===== src/rtl/mem_pkg.sv =====
// Shared widths and timing constants for the memory responder and its storage.
package mem_pkg;

    localparam int unsigned ADDR_W_DEF = 8;
    localparam int unsigned DATA_W_DEF = 8;

    // Cycles from the dm_rd strobe cycle to the dm_rvalid cycle.
    localparam int unsigned RD_LATENCY = 2;

endpackage : mem_pkg


===== src/rtl/sp_ram.sv =====
// Storage array with synchronous write and a registered, write-first read port.
// The read register holds when no read is requested and resets to zero; the array itself is never reset.
module sp_ram #(
    parameter int unsigned ADDR_W = mem_pkg::ADDR_W_DEF,
    parameter int unsigned DATA_W = mem_pkg::DATA_W_DEF
) (
    input  logic              clk,
    input  logic              rst_n,
    input  logic              we_i,
    input  logic [ADDR_W-1:0] waddr_i,
    input  logic [DATA_W-1:0] wdata_i,
    input  logic              re_i,
    input  logic [ADDR_W-1:0] raddr_i,
    output logic [DATA_W-1:0] rdata_o
);

    localparam int unsigned DEPTH = 2 ** ADDR_W;

    logic [DATA_W-1:0] mem_q [DEPTH];
    logic [DATA_W-1:0] rdata_q;
    logic [DATA_W-1:0] rdata_d;

    // Array write; contents survive reset.
    always_ff @(posedge clk) begin
        if (we_i) begin
            mem_q[waddr_i] <= wdata_i;
        end
    end

    // Same-cycle write to the read address forwards the new data.
    always_comb begin
        rdata_d = rdata_q;
        if (re_i) begin
            if (we_i && (waddr_i == raddr_i)) begin
                rdata_d = wdata_i;
            end else begin
                rdata_d = mem_q[raddr_i];
            end
        end
    end

    always_ff @(posedge clk or negedge rst_n) begin
        if (!rst_n) begin
            rdata_q <= '0;
        end else begin
            rdata_q <= rdata_d;
        end
    end

    assign rdata_o = rdata_q;

endmodule : sp_ram


===== src/rtl/memory_responder.sv =====
// Instruction and data memory responder: 1-cycle fetch, 2-cycle pipelined data reads,
// and a sticky flag for read/write strobe collisions.
module memory_responder
    import mem_pkg::*;
#(
    parameter int unsigned ADDR_W = ADDR_W_DEF,
    parameter int unsigned DATA_W = DATA_W_DEF
) (
    input  logic              clk,
    input  logic              reset,
    input  logic              im_abus_valid,
    input  logic [ADDR_W-1:0] im_abus_data,
    output logic [DATA_W-1:0] im_data,
    input  logic              prog_we,
    input  logic [ADDR_W-1:0] prog_addr,
    input  logic [DATA_W-1:0] prog_data,
    input  logic              dm_rd,
    input  logic              dm_wr,
    input  logic [ADDR_W-1:0] dm_abus,
    input  logic [DATA_W-1:0] dm_wdata,
    output logic [DATA_W-1:0] dm_rdata,
    output logic              dm_rvalid,
    output logic              err_collision
);

    logic                  imem_we_c;
    logic                  dmem_we_c;
    logic                  rd_issue_c;
    logic                  collision_c;
    logic [DATA_W-1:0]     s1_data;

    logic [RD_LATENCY-1:0] rd_vld_q;
    logic [RD_LATENCY-1:0] rd_vld_d;
    logic [DATA_W-1:0]     dm_rdata_q;
    logic [DATA_W-1:0]     dm_rdata_d;
    logic                  err_q;
    logic                  err_d;

    // Array writes are gated by reset so strobes seen during reset have no effect.
    assign imem_we_c   = prog_we & reset;
    assign dmem_we_c   = dm_wr & reset;
    assign rd_issue_c  = dm_rd & ~dm_wr;
    assign collision_c = dm_rd & dm_wr;

    sp_ram #(
        .ADDR_W (ADDR_W),
        .DATA_W (DATA_W)
    ) u_imem (
        .clk     (clk),
        .rst_n   (reset),
        .we_i    (imem_we_c),
        .waddr_i (prog_addr),
        .wdata_i (prog_data),
        .re_i    (im_abus_valid),
        .raddr_i (im_abus_data),
        .rdata_o (im_data)
    );

    // The dmem read register acts as read stage 1.
    sp_ram #(
        .ADDR_W (ADDR_W),
        .DATA_W (DATA_W)
    ) u_dmem (
        .clk     (clk),
        .rst_n   (reset),
        .we_i    (dmem_we_c),
        .waddr_i (dm_abus),
        .wdata_i (dm_wdata),
        .re_i    (rd_issue_c),
        .raddr_i (dm_abus),
        .rdata_o (s1_data)
    );

    // Valid shift: bit 0 tracks stage 1, the top bit is the output strobe.
    always_comb begin
        rd_vld_d   = {rd_vld_q[RD_LATENCY-2:0], rd_issue_c};
        dm_rdata_d = dm_rdata_q;
        err_d      = err_q | collision_c;
        if (rd_vld_q[0]) begin
            dm_rdata_d = s1_data;
        end
    end

    always_ff @(posedge clk or negedge reset) begin
        if (!reset) begin
            rd_vld_q   <= '0;
            dm_rdata_q <= '0;
            err_q      <= 1'b0;
        end else begin
            rd_vld_q   <= rd_vld_d;
            dm_rdata_q <= dm_rdata_d;
            err_q      <= err_d;
        end
    end

    assign dm_rdata      = dm_rdata_q;
    assign dm_rvalid     = rd_vld_q[RD_LATENCY-1];
    assign err_collision = err_q;

endmodule : memory_responder


===== config.mk =====
export PLATFORM = sky130hd
export DESIGN_NAME = memory_responder
export DESIGN_NICKNAME = d
export VERILOG_FILES = /design/src/rtl/mem_pkg.sv /design/src/rtl/sp_ram.sv /design/src/rtl/memory_responder.sv
export SDC_FILE = /design/constraint.sdc
export NUM_CORES = 2
export LEC_CHECK = 0
export ABC_AREA = 1
export ABC_CLOCK_PERIOD_IN_PS = 2200
export CORE_ASPECT_RATIO = 1.75
export CORE_MARGIN = 5
export CORE_UTILIZATION = 24
export DETAILED_ROUTE_END_ITERATION = 8
export PLACE_DENSITY = 0.34
export SYNTH_ARGS = -nofsm -noshare
export SYNTH_HDL_FRONTEND = slang
export SYNTH_SLANG_ARGS = --single-unit

===== constraint.sdc =====
create_clock -name clk -period 2.2 [get_ports clk]
set_input_delay 0.55 -clock clk [delete_from_list [all_inputs] [get_ports clk]]
set_output_delay 0.55 -clock clk [all_outputs]
set_load 0.05 [all_outputs]

==> flow_summary.ini <==
[outcome]
status = complete, but fails checks
failed_checks = negative setup slack

[timing]
worst_slew_pin_slew_ns = 0.729
worst_hold_slack_ns = 0.155
unrepaired_setup_endpoints_after_global_routing = true
timing.final.crit_share = 1.01
final.setup.tns_ns = -0.321
timing.max_slew.rel_slack = 0.514
min_period_ns = 2.23
final-setup-viol-count = 33
total_count_of_max_transition_violations_in_the_final_report = 0
clock-skew-final_ns = 0.0996
final_critical_path_setup_slack_ns = -0.0276
fmax_mhz = 449
hold_violations = 0

[clock_tree]
clk_path_buf_depth = 5
clk_root_buffer_cell = sky130_fd_sc_hd__clkbuf_16
h_tree_depth_reported_by_cts = 5
clkSlewWorstSetupHoldPaths_ns = 0.06
worst_skew_pair.late_latency_ns = 1.03
tritoncts = done
clock_buffer_count_from_cts = 438
clkSinkCount = 4123

[floorplan]
core_mm2 = 0.673
initial_cell_density_of_the_core = 0.241
dieArea_mm2 = 0.692
fp.dieW_um = 631
chip_height_um = 1100
placementRows = 399
ioPinCount = 64

[critical_path]
cpLargestDelayFamily = buffers and inverters
rrSetupSlack_ns = 0.10
data_arrival_at_the_endpoint_of_the_critical_path_ns = 2.89
crit_required_ns = 2.86
reg2reg_from = u_imem.mem_q[204][4]
cpMaxStageDelayCell = sky130_fd_sc_hd__clkdlybuf4s50_1
worst_setup_path_start_kind = primary input
cp_num_buf_inv = 9
ff2ff_path_depth = 13
cp_max_fo = 14
worst_path_max_stage_delay_ns = 0.46
crit_path_cells = clkdlybuf4s50_1, buf_4, inv_1, nor2_4, buf_4, buf_12, buf_12, buf_6, nand3_4, buf_12, nor2_1, buf_4
critPathKind = primary input to flip-flop
r2r_endpoint = u_imem.rdata_o[4]
worst_setup_path_end_kind = flip-flop

[min_path]
hold-path-cell-count = 2
whs_endpoint = err_collision
worstHoldPathType = primary input to flip-flop
timing.hold.worst.start = dm_rd

[detailed_routing]
route.detailed.vias_per_inst = 4.49
postRouteAntennaNets = 0
drt_first_pass_iters = 6
drt_first_iter_violations = 6511
detail_route.drc_violations = 0
postRouteWirelength_um = 636000
via_count = 104000
wl_per_cell_um = 27.4

[global_route]
number_of_global_route_vias_before_repair = 109000
global_route.usage.total = 0.179
largest_net_degree_at_the_start_of_global_routing = 68
grt-ovfl-total = 0
wire_length_of_the_first_global_routing_pass_um = 880000
antenna_violations_before_repair = 8

[synthesis]
netlist_instances = 12500
synth-seq-cells = 4123
synth-adder-area-share = 0
post_synth_and_or_nand_nor_area_fraction = 0.172
synth.yosys.seq_area_share = 0.764
synth_cell_types = 29
post_synth_instance_area_mm2 = 0.162
mux_contribution_to_synthesized_area = 0.000556
syn_nets = 12600
synth_xor_area_frac = 0.000162
ys_warns = 0
combinational_family_with_the_most_area_after_synthesis = simple AND/OR/NAND/NOR gates
avgSynthCellArea_um2 = 12.9
synth-compound-area-share = 0.0408

[power]
vdd_ir_drop_max_mv = 0.585
p_leak_uw = 0.0718
power.density_cell_area_mw_per_mm2 = 844

[cells_and_area]
syn2layout_area_growth_pct = 27.7
seqCellArea_mm2 = 0.124
layout-drive-gt1-share = 0.201
multiInputGateArea_mm2 = 0.0368
nNetsFinal = 14100
filler_cell_count = 67600

[flow_run]
max-cap-violations = 0

[place]
io_buffers = 63
detailed_place_hpwl_um = 438000
routabilityCongestion = 0.842
## timing repair
item	4_1_cts	5_1_grt
hold endpoints to repair	326	0
pin swaps	39	49
hold buffers	17	0
gates resized for setup	264	121
setup buffers	29	13
endpoints found under the setup margin	1031	42
cloned	10	1
## how the worst max path moves through the flow
stage                            from              endpoint  slack, ns  cells past startpoint
after floorplan            dm_abus[1]  u_dmem.mem_q[114][0]      -0.26                      8
after global routing      dm_rdata[6]           dm_rdata[6]      -0.06                      1
after CTS                 dm_rdata[6]           dm_rdata[6]      -0.12                      1
after global placement     dm_abus[1]     u_dmem.rdata_o[2]      -2.42                     19
final                      dm_abus[3]   u_dmem.mem_q[42][2]      -0.03                     12
after detailed placement   dm_abus[1]     u_dmem.rdata_o[2]      -2.37                     19
## power by group
group	leakage, uW	switching, uW	total, uW	internal, uW
Sequential	0.0371	126	86600	86500
Combinational	0.0279	9170	13500	4350
Clock	0.00679	32200	74400	42200
Total	0.0718	41500	174000	133000
## cells in the final DEF, fill, tap and decap left out, drive strengths merged, types with 7 or more instances in the layout
cell / netlist / layout
nand3: 2080 / 2080
buf: 374 / 1868
mux2: 8 / 8
bufbuf: 0 / 8
o21ai: 26 / 26
edfxtp: 4096 / 4096
bufinv: 0 / 46
clkinv: 14 / 210
dlygate4sd3: 0 / 17
clkdlybuf4s50: 0 / 20
a22oi: 838 / 838
clkbuf: 434 / 514
nor3: 37 / 37
clkinvlp: 0 / 18
nand4: 149 / 149
dfrtp: 27 / 27
inv: 62 / 77
nor2: 713 / 713
diode: 0 / 7
a21oi: 29 / 29
nand2: 3625 / 3625
## synth_stat cells
| master | instances | area (um^2) |
|---|---|---|
| sky130_fd_sc_hd__o22ai_1 | 1 | 6.26 |
| sky130_fd_sc_hd__o21ai_1 | 4 | 20.0 |
| sky130_fd_sc_hd__mux2_2 | 8 | 90.1 |
| sky130_fd_sc_hd__inv_1 | 60 | 225 |
| sky130_fd_sc_hd__nand2_1 | 3625 | 13600 |
| sky130_fd_sc_hd__buf_2 | 287 | 1440 |
| sky130_fd_sc_hd__clkinv_2 | 1 | 5.00 |
| sky130_fd_sc_hd__buf_1 | 76 | 285 |
| sky130_fd_sc_hd__nand3_1 | 2080 | 10400 |
| sky130_fd_sc_hd__a22oi_1 | 838 | 6290 |
| sky130_fd_sc_hd__a21oi_1 | 29 | 145 |
| sky130_fd_sc_hd__clkinv_1 | 13 | 48.8 |
| sky130_fd_sc_hd__dfrtp_1 | 27 | 676 |
| sky130_fd_sc_hd__xor2_1 | 3 | 26.3 |
| sky130_fd_sc_hd__clkbuf_1 | 434 | 1630 |
| sky130_fd_sc_hd__edfxtp_1 | 4096 | 123000 |
| sky130_fd_sc_hd__nor4_1 | 3 | 18.8 |
| sky130_fd_sc_hd__a21o_1 | 1 | 7.51 |
| sky130_fd_sc_hd__o2111ai_1 | 1 | 8.76 |
| sky130_fd_sc_hd__nand4_1 | 149 | 932 |
| sky130_fd_sc_hd__inv_2 | 2 | 7.51 |
| sky130_fd_sc_hd__o21ai_0 | 22 | 110 |
| sky130_fd_sc_hd__a211oi_1 | 1 | 7.51 |
| sky130_fd_sc_hd__nor3_1 | 37 | 185 |
| sky130_fd_sc_hd__or2_2 | 2 | 12.5 |
| sky130_fd_sc_hd__buf_4 | 8 | 60.1 |
| sky130_fd_sc_hd__a2111oi_0 | 1 | 8.76 |
| sky130_fd_sc_hd__buf_6 | 3 | 33.8 |
| sky130_fd_sc_hd__nor2_1 | 713 | 2680 |
## layer usage
metal | vias up | global-route usage | routed length (um)
met1 | 53200 | 0.183 | 226000
met3 | 784 | 0.0159 | 14000
met4 | 2 | 0.0671 | 26000
met5 | - | 0 | 13
li1 | 48800 | - | -
met2 | 1632 | 0.368 | 370000
## state kept, by name, indices dropped and copies added, names as in the netlist
| register | flops |
|---|---|
| u_dmem.rdata_o | 8 |
| rd_vld_q | 2 |
| dm_rdata | 8 |
| u_imem.mem_q | 2048 |
| u_dmem.mem_q | 2048 |
| u_imem.rdata_o | 8 |
| err_collision | 1 |
## kinds of logic after synthesis
| kind of cell | Yosys count |
|---|---|
| xor+xnor | 3 |
| buf+inv | 884 |
| flops | 4123 |
| mux | 8 |
| simple gates | 6609 |
| compound gates | 898 |
## per-stage QoR
stage / cells / power [uW] / area [um^2] / setup slack [ns] / util
4_1_cts: 23200 / 177000 / 206000 / -0.122 / 0.306
6_report: 23200 / 174000 / 207000 / -0.0276 / 0.307
2_1_floorplan: 12500 / 93100 / 163000 / -0.262 / -
3_5_place_dp: 22400 / 102000 / 191000 / -2.37 / 0.284
5_1_grt: 23200 / 180000 / 207000 / -0.0625 / 0.307
3_3_place_gp: 22400 / 102000 / 191000 / -2.42 / 0.284
## cell type report
class                      instances  share of cell area
sequential                      4123               0.598
clock buffer                     512              0.0550
tap                             8822              0.0534
multi-input combinational       7518               0.178
inverter                          76             0.00183
timing repair buffer            1915               0.102
clock inverter                   274              0.0122
timing repair inverter             1           0.0000423
antenna                            7           0.0000847
(Power assumes the default switching activity.)
